File: src/rtl/arm_mc_main_fsm.sv
// ---------------------------------------------------------------------------
// arm_mc_main_fsm
//
// Main-decoder state machine of the multicycle ARM datapath.
// Each instruction is sequenced through fetch, decode, execute, memory and
// writeback. The block drives the datapath mux selects and write enables, and
// the ALUop bit consumed by the downstream ALU decoder. A memory-ready
// handshake lets fetch and data accesses stall.
//
// Handshake: mem_ready is a level from the memory. It means "the access
// presented this cycle completes this cycle". FETCH, MEMREAD and MEMWRITE hold
// their state (and keep presenting the access) until mem_ready is seen high.
//
// Ports
//   clk         rising-edge clock
//   reset       asynchronous, active-high reset (forces FETCH)
//   op          instr[27:26]: 00 data-proc, 01 memory, 10 branch, 11 undef
//   funct       instr[25:20]: [5] I, [4:1] cmd, [0] S/L
//   mem_ready   memory completes the current access this cycle
//   IRWrite     load instruction register
//   NextPC      PC update request
//   AdrSrc      memory address select (0 PC, 1 Result)
//   ALUSrcA     0 A register, 1 PC
//   ALUSrcB     00 WriteData, 01 ExtImm, 10 constant 4
//   ResultSrc   00 ALUOut, 01 Data, 10 ALUResult
//   ALUop       1 decode funct_cmd, 0 forced ADD
//   RegW        register-file write request
//   MemW        memory write request
//   Branch      branch request
//   instr_done  pulse on the final cycle of each instruction
//   illegal     pulse when DECODE sees op = 11
//   dbg_state   current state code
// ---------------------------------------------------------------------------
module arm_mc_main_fsm #(
    parameter bit MEM_WAIT_EN = 1'b1,
    parameter int STATE_W     = 4
) (
    input  logic               clk,
    input  logic               reset,
    input  logic [1:0]         op,
    input  logic [5:0]         funct,
    input  logic               mem_ready,
    output logic               IRWrite,
    output logic               NextPC,
    output logic               AdrSrc,
    output logic               ALUSrcA,
    output logic [1:0]         ALUSrcB,
    output logic [1:0]         ResultSrc,
    output logic               ALUop,
    output logic               RegW,
    output logic               MemW,
    output logic               Branch,
    output logic               instr_done,
    output logic               illegal,
    output logic [STATE_W-1:0] dbg_state
);

    typedef enum logic [STATE_W-1:0] {
        S_FETCH    = 0,
        S_DECODE   = 1,
        S_MEMADR   = 2,
        S_MEMREAD  = 3,
        S_MEMWB    = 4,
        S_MEMWRITE = 5,
        S_EXECUTER = 6,
        S_EXECUTEI = 7,
        S_ALUWB    = 8,
        S_BRANCH   = 9
    } state_t;

    state_t state_q, state_d;
    logic   mem_ok;

    // funct[4:1] (cmd) is consumed by the ALU decoder, not here.
    logic   unused_cmd;
    assign unused_cmd = ^funct[4:1];

    // With waiting disabled every access is treated as completing at once.
    assign mem_ok = MEM_WAIT_EN ? mem_ready : 1'b1;

    always_ff @(posedge clk or posedge reset) begin
        if (reset) begin
            state_q <= S_FETCH;
        end else begin
            state_q <= state_d;
        end
    end

    always_comb begin
        state_d    = state_q;
        IRWrite    = 1'b0;
        NextPC     = 1'b0;
        AdrSrc     = 1'b0;
        ALUSrcA    = 1'b0;
        ALUSrcB    = 2'b00;
        ResultSrc  = 2'b00;
        ALUop      = 1'b0;
        RegW       = 1'b0;
        MemW       = 1'b0;
        Branch     = 1'b0;
        instr_done = 1'b0;
        illegal    = 1'b0;

        case (state_q)
            S_FETCH: begin
                ALUSrcA   = 1'b1;
                ALUSrcB   = 2'b10;
                ResultSrc = 2'b10;
                IRWrite   = mem_ok;
                NextPC    = mem_ok;
                if (mem_ok) state_d = S_DECODE;
            end
            S_DECODE: begin
                ALUSrcA   = 1'b1;
                ALUSrcB   = 2'b10;
                ResultSrc = 2'b10;
                case (op)
                    2'b00: state_d = funct[5] ? S_EXECUTEI : S_EXECUTER;
                    2'b01: state_d = S_MEMADR;
                    2'b10: state_d = S_BRANCH;
                    default: begin
                        // Undefined instruction ends here, back to fetch.
                        illegal    = 1'b1;
                        instr_done = 1'b1;
                        state_d    = S_FETCH;
                    end
                endcase
            end
            S_MEMADR: begin
                ALUSrcB = 2'b01;
                state_d = funct[0] ? S_MEMREAD : S_MEMWRITE;
            end
            S_MEMREAD: begin
                AdrSrc = 1'b1;
                if (mem_ok) state_d = S_MEMWB;
            end
            S_MEMWB: begin
                ResultSrc  = 2'b01;
                RegW       = 1'b1;
                instr_done = 1'b1;
                state_d    = S_FETCH;
            end
            S_MEMWRITE: begin
                // The write stays requested for every held cycle.
                AdrSrc = 1'b1;
                MemW   = 1'b1;
                if (mem_ok) begin
                    instr_done = 1'b1;
                    state_d    = S_FETCH;
                end
            end
            S_EXECUTER: begin
                ALUop   = 1'b1;
                state_d = S_ALUWB;
            end
            S_EXECUTEI: begin
                ALUSrcB = 2'b01;
                ALUop   = 1'b1;
                state_d = S_ALUWB;
            end
            S_ALUWB: begin
                RegW       = 1'b1;
                instr_done = 1'b1;
                state_d    = S_FETCH;
            end
            S_BRANCH: begin
                ALUSrcB    = 2'b01;
                ResultSrc  = 2'b10;
                Branch     = 1'b1;
                instr_done = 1'b1;
                state_d    = S_FETCH;
            end
            default: begin
                state_d = S_FETCH;
            end
        endcase

        // State is already FETCH during reset, but FETCH would otherwise
        // request IRWrite/NextPC; keep every enable quiet while reset is high.
        if (reset) begin
            IRWrite    = 1'b0;
            NextPC     = 1'b0;
            RegW       = 1'b0;
            MemW       = 1'b0;
            Branch     = 1'b0;
            instr_done = 1'b0;
            illegal    = 1'b0;
        end
    end

    assign dbg_state = state_q;

endmodule

File: config.mk
export PLATFORM = sky130hd
export DESIGN_NAME = arm_mc_main_fsm
export DESIGN_NICKNAME = d
export VERILOG_FILES = /design/src/rtl/arm_mc_main_fsm.sv
export SDC_FILE = /design/constraint.sdc
export NUM_CORES = 1
export LEC_CHECK = 0
export BUFFER_PORTS_ARGS = -buffer_cell sky130_fd_sc_hd__buf_2
export CORE_AREA = 2 2 39 41
export DETAILED_ROUTE_END_ITERATION = 8
export DIE_AREA = 0 0 41 43
export MAX_ROUTING_LAYER = met4
export PLACE_DENSITY = 0.76
export SLEW_MARGIN = 10
export SYNTH_ARGS = -nofsm -noshare
export SYNTH_HDL_FRONTEND = slang
export SYNTH_SLANG_ARGS = --single-unit
File: constraint.sdc
create_clock -name clk -period 2.6 [get_ports clk]
set_input_delay 0.52 -clock clk [delete_from_list [all_inputs] [get_ports clk]]
set_output_delay 0.52 -clock clk [all_outputs]
set_load 0.02 [all_outputs]
==> results.sh, run 1 <==
export IMPL_outcome="complete, no violations"
export IMPL_syn_cell_area_um2=460
export IMPL_crit_start="dbg_state[2]$_DFFE_PP0P_"
export IMPL_yosys_top_cells_count="nor2_1 (5), dfrtp_1 (4), nand2_1 (4), nor2b_1 (4), nor3_1 (4)"
export IMPL_startpoint_type="register"
export IMPL_reg2reg_slack_ns=1.02
export IMPL_path_class="register to output port"
export IMPL_wl_per_cell_um=11.7
export IMPL_tightest_slew_ns=0.584
export IMPL_share_comb_of_total_power_pct=64.0
export IMPL_pwr_share_clk_pct=9.7
export IMPL_yosysUniqueCellTypes=36
export IMPL_ys_seq_area_share_pct=21.7
export IMPL_powerDensity_nw_per_um2=1370
export IMPL_cap_violations=0
export IMPL_syn_num_nets=73
export IMPL_synth_top_area_share_pct=21.7
export IMPL_grt_usage_pct=15.6
export IMPL_setup_tns_final_ns=0
export IMPL_yosysWarnings=0
export IMPL_clkTransAtPathRegs_ns=0.04
export IMPL_rr_worst_depth=3
export IMPL_drive_above_1_share_pct=36.6
export IMPL_synth_seq_cells=4
export IMPL_power_switching_uw=439
export IMPL_remaining_drc_errors=0
export IMPL_maxSlewHeadroom_pct=61.1
export IMPL_num_fill_cells=155
export IMPL_start_util_pct=33.3
export IMPL_die_area_um2=1760
export IMPL_post_cts_buffers=0
export IMPL_period_needed_ns=2.13
export IMPL_syn_area_per_cell_um2=7.43
export IMPL_dpl_cell_count=95
export IMPL_routed_via_density=5.42
export IMPL_yosysMostFrequentCell="nor2_1"
export IMPL_finalHoldViolCount=0
export IMPL_skew_ns=0.000185
export IMPL_netSwitchingFraction_pct=55.3
export IMPL_grt_overflow_total=0
export IMPL_clock_sinks=4
export IMPL_die_width_um=41
export IMPL_worst_path_max_fanout=19
export IMPL_clk_latency_ns=0.23
export IMPL_ant_nets=0
export IMPL_register_area_um2=100
export IMPL_grt_pass1_vias=418
export IMPL_cp_end_kind="output port"
export IMPL_coreArea_um2=1380
export IMPL_multi_input_area_um2=307
export IMPL_p_leak_uw=0.000283
export IMPL_rsz0062_at_grt="false"
export IMPL_largest_reg_flops=4
export IMPL_postCtsHoldBufs=0
export IMPL_antennaDiodeCount=0
export IMPL_synthArstFlopShare_pct=100
export IMPL_fin_nets=95
export IMPL_ios=29
export IMPL_root_buffer="clkbuf_4"
export IMPL_final_cells=98
export IMPL_arrival_ns=1.61
export IMPL_first_pass_iters=4
export IMPL_r2r_start="dbg_state[1]$_DFFE_PP0P_"
export IMPL_grt_pass1_wl_mm=1.85
export IMPL_routed_wl_mm=1.14
export IMPL_grt_max_degree=21
export IMPL_p_int_uw=354
export IMPL_fmaxAchievable_mhz=470
export IMPL_port_buffers=24
export IMPL_gp_congestion=0.839
export IMPL_htreeDepth=1
export IMPL_vias=531
export IMPL_cts_tree="done"
export IMPL_synth_edf_count=0
export IMPL_rows=14
export IMPL_yosys_area_top_type="dfrtp_1"
export IMPL_cts_resized=0
export IMPL_cp_required_ns=2.08
export IMPL_setup_viol=0
export IMPL_cts_buffer_depth=2
export IMPL_drt_iter0_drc=13
export IMPL_die_h_um=43
export IMPL_antenna_found_initial=0
export IMPL_vdd_drop_max_mv=0.459
export IMPL_post_route_period_util_pct=81.8
export IMPL_hold_path_class="primary input to asynchronous set/reset pin"
export IMPL_area_growth_pct=26.1
export IMPL_ys_flop_type="dfrtp_1"
export IMPL_synthCells=62
export IMPL_seqPwrFrac_pct=26.3
export IMPL_slew_viol_final=0
export IMPL_synthTopCellsByArea="dfrtp_1 (22%), nor2b_1 (5.4%), nor3_1 (4.3%)"
export IMPL_dp_hpwl_um=822
export IMPL_numCtsBuffers=3
[worst paths after layout]
kind,endpoint
min,dbg_state[0]$_DFFE_PP0P_
max reg2reg,dbg_state[2]$_DFFE_PP0P_
min in group clk,dbg_state[2]$_DFFE_PP0P_
max in group asynchronous,dbg_state[1]$_DFFE_PP0P_
min reg2reg,dbg_state[3]$_DFFE_PP0P_
max,instr_done
[kinds of logic after synthesis]
kind of cell / share of synthesized area [%]
AOI/OAI and AO/OA: 19.6
xor gates and xnor gates: 5.71
buffers and inverters: 11.7
DFF: 21.7
muxes: 2.45
and+or+nand+nor: 38.9
[metal layers]
metal | vias up | part of all wire [%] | global-route usage (%)
li1 | 264 | - | -
met1 | 248 | 45 | 21.0
met2 | 17 | 48 | 21.3
met3 | 2 | 5.5 | 3.14
met4 | 0 | 1.1 | 8.00
met5 | - | 0 | -
[critical path, stage by stage, from the launching register on]
cell	delay, ns
dfrtp_1	0.70
nor3b_1	0.25
o21bai_1	0.08
a31oi_1	0.16
buf_2	0.18
[cells in the final DEF, fill, tap and decap left out, drive strengths merged, types with 2 or more instances in the layout]
| cell type | n |
|---|---|
| buf | 24 |
| inv | 3 |
| o21bai | 2 |
| or2 | 2 |
| nand4 | 2 |
| nand2 | 4 |
| o22ai | 2 |
| clkbuf | 3 |
| nor2b | 4 |
| dfrtp | 4 |
| a21oi | 2 |
| nor2 | 5 |
| nor3 | 4 |
| xnor2 | 2 |
[stage by stage]
stage / power (µW) / utilization, % / worst slack (ns) / area (µm²) / hold slack (ns)
2_1_floorplan: 599 / - / 0.347 / 460 / 0.291
3_3_place_gp: 708 / 40.3 / 0.743 / 558 / 0.457
3_5_place_dp: 719 / 40.3 / 0.723 / 558 / 0.470
4_1_cts: 798 / 42.0 / 0.474 / 581 / 0.221
5_1_grt: 867 / 42.0 / 0.363 / 581 / 0.230
6_report: 793 / 42.0 / 0.473 / 581 / 0.219
[cell type report]
class / count / share of cell area (%)
inverter: 3 / 1.94
timing repair buffer: 24 / 20.7
multi-input combinational: 48 / 52.8
clock buffer: 3 / 3.88
sequential: 4 / 17.2
tap: 16 / 3.45
[power groups by stage]
stage,Combinational [µW],Sequential (µW),Clock [µW]
finish,508,208,77.2
global route,557,224,85.4
CTS,513,206,79.8
detailed placement,512,207,0
global placement,504,204,0
floorplan,455,144,0
Note: power is estimated with default switching activity, not from simulation.
==> inputs of run 2 (changes only) <==
ABC_AREA = 1   (was default)
clock period = 1.8 ns   (was 2.6 ns; I/O delays follow)
==> run 2 against run 1 <==
Compared with the run above:
- via count grew 1.7%
- sequential share of layout area shrank 0.71 points
- combinational power grew 54%
- clock-buffer cell count is the same
- clock skew grew 0.0052 ns
- first-iteration DRC count shrank 46%
- routed wire length grew 3.9%
==> results.sh, run 2 <==
export IMPL_yosysMostFrequentCell="nand2_1"
export IMPL_yosysWarnings=0
export IMPL_design_area_um2=628
export IMPL_post_dp_cell_area_um2=568
export IMPL_synth_top_area_share_pct=23.7
export IMPL_synth_edf_count=0
export IMPL_port_buffers=24
export IMPL_die_area_um2=1760
export IMPL_rsz0062_at_grt="true"
export IMPL_maxSlewHeadroom_pct=87.5
export IMPL_crit_chain="nor2_4, buf_6, nand2_1, o211ai_1, buf_4"
export IMPL_dp_hpwl_um=943
export IMPL_grt_max_degree=9
export IMPL_cap_violations=0
export IMPL_finalPower_uw=1080
export IMPL_netSwitchingFraction_pct=54.8
export IMPL_wl_per_cell_um=9.97
export IMPL_routed_via_density=4.54
export IMPL_finalHoldViolCount=0
export IMPL_power_switching_uw=594
export IMPL_cp_end_kind="output port"
export IMPL_startpoint_type="register"
export IMPL_grt_usage_pct=14.7
export IMPL_pwr_share_clk_pct=10.1
export IMPL_cp_required_ns=1.44
export IMPL_synthArstFlopShare_pct=100
export IMPL_antennaDiodeCount=0
export IMPL_crit_path_top_delay_cell="dfrtp_2"
export IMPL_p_int_uw=490
export IMPL_cts_buffer_depth=2
export IMPL_ant_nets=0
export IMPL_clock_sinks=4
export IMPL_first_pass_iters=4
export IMPL_remaining_drc_errors=0
export IMPL_antenna_found_initial=0
export IMPL_skew_ns=0.00536
export IMPL_ys_seq_area_share_pct=23.7
export IMPL_critPathTopFamily="flip-flops"
export IMPL_hold_slack_ns=0.0751
export IMPL_rows=14
export IMPL_share_comb_of_total_power_pct=72.3
export IMPL_drt_iter0_drc=7
export IMPL_ys_flop_type="dfrtp_1"
export IMPL_arrival_ns=1.36
export IMPL_routed_wl_mm=1.19
export IMPL_post_route_period_util_pct=95.5
export IMPL_final_cell_mix="nand2_1 (24), buf_2 (23), inv_1 (12), nor2_1 (8), nand3_1 (7)"
export IMPL_cts_tree="done"
export IMPL_yosys_top_cells_count="nand2_1 (24), inv_1 (13), nand3_1 (9), nor2_1 (9), dfrtp_1 (4)"
export IMPL_hold_path_class="primary input to asynchronous set/reset pin"
export IMPL_gp_congestion=0.860
export IMPL_syn_num_nets=85
export IMPL_powerDensity_nw_per_um2=1730
export IMPL_clkTransAtPathRegs_ns=0.04
export IMPL_clk_latency_ns=0.23
export IMPL_yosys_area_top_type="dfrtp_1"
export IMPL_fin_nets=116
export IMPL_start_util_pct=30.6
export IMPL_worst_path_max_fanout=8
export IMPL_syn_area_per_cell_um2=5.71
export IMPL_largest_reg_flops=4
export IMPL_period_needed_ns=1.72
export IMPL_drive_above_1_share_pct=44.7
export IMPL_grt_overflow_total=0
export IMPL_grt_pass1_vias=443
export IMPL_worst_path_buf_inv=2
export IMPL_die_h_um=43
export IMPL_tightest_slew_ns=0.188
export IMPL_outcome="complete, no violations"
export IMPL_mostFrequentLayoutCell="nand2_1"
export IMPL_path_class="register to output port"
export IMPL_dpl_cell_count=114
export IMPL_fmaxAchievable_mhz=582
export IMPL_numCtsBuffers=3
export IMPL_cpPeakStageDelay_ns=0.45
export IMPL_vias=540
export IMPL_htreeDepth=1
export IMPL_setup_viol=0
export IMPL_ios=29
export IMPL_die_width_um=41
export IMPL_synthCells=74
export IMPL_yosysUniqueCellTypes=15
export IMPL_syn_cell_area_um2=423
export IMPL_grt_pass1_wl_mm=1.73
export IMPL_final_cells=119
export IMPL_coreArea_um2=1380
export IMPL_p_leak_uw=0.000401
export IMPL_root_buffer="clkbuf_4"
export IMPL_area_growth_pct=48.5
export IMPL_vdd_drop_max_mv=0.656
export IMPL_synthTopCellsByArea="dfrtp_1 (24%), nand2_1 (21%), inv_1 (12%)"
export IMPL_slew_viol_final=0
export IMPL_synth_seq_cells=4
export IMPL_seqPwrFrac_pct=17.6
## run 2: cell count changes after synthesis, sizes merged, moves of 2 or more
cell / change
nand2: +22
o21bai: -2
inv: +12
nor2: +7
xnor2: -2
buf: -5
nor3: -2
nor2b: -4
a21oi: -2
nand4: -2
nand3: +8
or2: -2
o22ai: -2
## run 2: per-stage QoR
stage	TNS [ns]	setup slack (ns)	utilization (%)
after detailed placement	0	0.213	41.0
after global placement	0	0.234	41.0
after global routing	-0.0107	-0.0107	45.4
after CTS	0	0.0302	43.1
final	0	0.0814	45.4
after floorplan	0	0.0332	-
## run 2: path summary, 6_finish.rpt
path | from | slack (ns) | depth (start not counted) | to
max | dbg_state[3]$_DFFE_PP0P_ | 0.08 | 5 | ALUSrcB[0]
min | reset | 0.08 | 2 | dbg_state[2]$_DFFE_PP0P_
max reg2reg | dbg_state[3]$_DFFE_PP0P_ | 0.58 | 7 | dbg_state[0]$_DFFE_PP0P_
min reg2reg | dbg_state[3]$_DFFE_PP0P_ | 0.67 | 3 | dbg_state[2]$_DFFE_PP0P_
max in group asynchronous | reset | 1.54 | 2 | dbg_state[0]$_DFFE_PP0P_
min in group clk | funct[0] | 0.44 | 3 | dbg_state[1]$_DFFE_PP0P_
## run 2: final cells by class
type,instances,area (µm²)
flip-flops and latches,4,104
well taps,16,20.0
fillers,149,756
inverters,15,56.3
multi-input cells,54,277
clock buffers,3,22.5
repair buffers,27,149
## run 2: cells by family after synthesis
kind of cell / share of synthesized area [%]
flip-flops: 23.7
buffers and inverters: 15.1
AND/OR/NAND/NOR: 53.3
AO/OA/AOI/OAI: 7.99
## run 2: power by group through the flow
stage / Combinational, µW / Sequential, µW / Clock, µW
2_1_floorplan: 468 / 219 / 0
3_3_place_gp: 700 / 187 / 0
3_5_place_dp: 712 / 189 / 0
4_1_cts: 718 / 191 / 118
5_1_grt: 865 / 195 / 127
6_report: 784 / 191 / 109
## run 2: routing by layer
layer / part of all wire (%) / track usage (%) / routed length, µm / vias to the layer above
li1: - / - / - / 286
met1: 43 / 15.7 / 514 / 233
met2: 49 / 23.1 / 584 / 19
met3: 5.6 / 6.81 / 67 / 2
met4: 1.8 / 4.67 / 21 / 0
met5: 0 / - / 0 / -
## run 2: timing repair
item,4_1_cts,5_1_grt
hold buffers,0,0
buffers inserted,0,2
setup endpoints to repair,1,3
pin swaps,0,1
gates resized for setup,2,7
==> inputs of run 3 (changes only) <==
PLACE_DENSITY = 0.73   (was 0.76)
clock period = 2.2 ns   (was 1.8 ns; I/O delays follow)
==> run 3 against run 2 <==
Compared with the run above:
- clock-buffer cell count is the same
- core utilization shrank 3.6 points
- clock skew down 0.0021 ns
- final area decreased by 8.0%
- register-to-register slack gained 0.38 ns
- first-iteration DRC count up 29%
- via count grew 1.7%
- non-clock buffer count is 3 lower
- critical path depth up 2
- total power fell by 25%
- die area unchanged
- setup slack improved by 0.16 ns
- highest routed layer is now met3
==> results.sh, run 3 (synthesis gave the netlist of run 2 again) <==
export IMPL_postCtsHoldBufs=0
export IMPL_skew_ns=0.00328
export IMPL_clk_latency_ns=0.24
export IMPL_die_h_um=43
export IMPL_finalPower_uw=814
export IMPL_ant_nets=0
export IMPL_setup_viol=0
export IMPL_antennaDiodeCount=0
export IMPL_vdd_drop_max_mv=0.459
export IMPL_cts_resized=0
export IMPL_powerDensity_nw_per_um2=1410
export IMPL_dp_hpwl_um=897
export IMPL_cp_end_kind="output port"
export IMPL_remaining_drc_errors=0
export IMPL_clkTransAtPathRegs_ns=0.04
export IMPL_die_area_um2=1760
export IMPL_root_buffer="clkbuf_4"
export IMPL_die_width_um=41
export IMPL_routed_wl_mm=1.17
export IMPL_hold_path_class="primary input to asynchronous set/reset pin"
export IMPL_wl_per_cell_um=10.1
export IMPL_grt_pass1_wl_mm=1.81
export IMPL_path_class="register to output port"
export IMPL_tightest_slew_ns=0.285
export IMPL_num_fill_cells=161
export IMPL_rows=14
export IMPL_setup_tns_final_ns=0
export IMPL_largest_reg_flops=4
export IMPL_worst_path_max_fanout=7
export IMPL_start_util_pct=30.6
export IMPL_design_area_um2=578
export IMPL_drt_iter0_drc=9
export IMPL_finalHoldViolCount=0
export IMPL_antenna_found_initial=0
export IMPL_cts_buffer_depth=2
export IMPL_grt_overflow_total=0
export IMPL_period_needed_ns=1.95
export IMPL_routed_via_density=4.73
export IMPL_rsz0062_at_grt="false"
export IMPL_cap_violations=0
export IMPL_cp_required_ns=1.76
export IMPL_drive_above_1_share_pct=35.0
export IMPL_clock_sinks=4
export IMPL_fmaxAchievable_mhz=512
export IMPL_grt_usage_pct=14.9
export IMPL_startpoint_type="register"
export IMPL_post_cts_buffers=0
export IMPL_p_leak_uw=0.000388
export IMPL_gp_congestion=0.871
export IMPL_final_cell_mix="nand2_1 (24), buf_2 (24), inv_1 (13), nor2_1 (9), nand3_1 (9)"
export IMPL_post_dp_cell_area_um2=556
export IMPL_slew_viol_final=0
export IMPL_coreArea_um2=1380
export IMPL_htreeDepth=1
export IMPL_grt_max_degree=11
export IMPL_post_route_period_util_pct=88.8
export IMPL_ios=29
export IMPL_cts_tree="done"
export IMPL_maxSlewHeadroom_pct=81.0
export IMPL_fin_nets=113
export IMPL_outcome="complete, no violations"
export IMPL_area_growth_pct=36.7
export IMPL_vias=549
export IMPL_grt_pass1_vias=459
export IMPL_arrival_ns=1.51
export IMPL_port_buffers=24
export IMPL_numCtsBuffers=3
export IMPL_first_pass_iters=4
==> run 3: cell count changes in the layout (fill, tap and decap cells not counted), sizes merged <==
cell / change
buf: -3
==> run 3: stage by stage <==
stage / cells / util, % / worst slack [ns] / hold slack [ns]
2_1_floorplan: 74 / - / 0.131 / 0.214
3_3_place_gp: 113 / 40.1 / 0.523 / 0.389
3_5_place_dp: 113 / 40.1 / 0.508 / 0.396
4_1_cts: 116 / 41.8 / 0.252 / 0.141
5_1_grt: 116 / 41.8 / 0.147 / 0.152
6_report: 116 / 41.8 / 0.246 / 0.148
==> run 3: path summary, 6_finish.rpt <==
path                                          start                  endpoint  slack, ns  cells after the start
max                        dbg_state[0]$_DFFE_PP0P_                instr_done       0.25                      7
min                                           reset  dbg_state[1]$_DFFE_PP0P_       0.15                      2
max reg2reg                dbg_state[3]$_DFFE_PP0P_  dbg_state[0]$_DFFE_PP0P_       0.96                      6
min reg2reg                dbg_state[3]$_DFFE_PP0P_  dbg_state[2]$_DFFE_PP0P_       0.73                      3
max in group asynchronous                     reset  dbg_state[0]$_DFFE_PP0P_       1.87                      2
min in group clk                           funct[0]  dbg_state[1]$_DFFE_PP0P_       0.50                      3
==> run 3: cell type report <==
type | instances | area (µm²) | share of cell area [%]
tap | 16 | 20.0 | 3.46
clock buffer | 3 | 22.5 | 3.90
sequential | 4 | 100 | 17.3
timing repair buffer | 24 | 120 | 20.8
inverter | 15 | 56.3 | 9.74
multi-input combinational | 54 | 259 | 44.8
==> run 3: report_power, final <==
group | internal [µW] | switching (µW) | total [µW]
clock network | 61.2 | 32.2 | 93.4
registers | 101 | 54.6 | 156
logic | 183 | 382 | 564
total | 345 | 469 | 814
==> run 3: per-layer routing <==
layer,global-route usage [%],up-vias,wire (µm)
li1,-,278,-
met1,17.9,247,539
met2,24.4,24,536
met3,4.71,0,92
met4,1.33,0,0
met5,-,-,0
==> run 3: worst max-delay path: stages (launching register included) <==
cell     delay [ns]
dfrtp_1        0.48
inv_2          0.09
nor2_4         0.13
nand3_1        0.19
nand3_1        0.14
nand2_1        0.05
nand2_1        0.05
buf_2          0.15
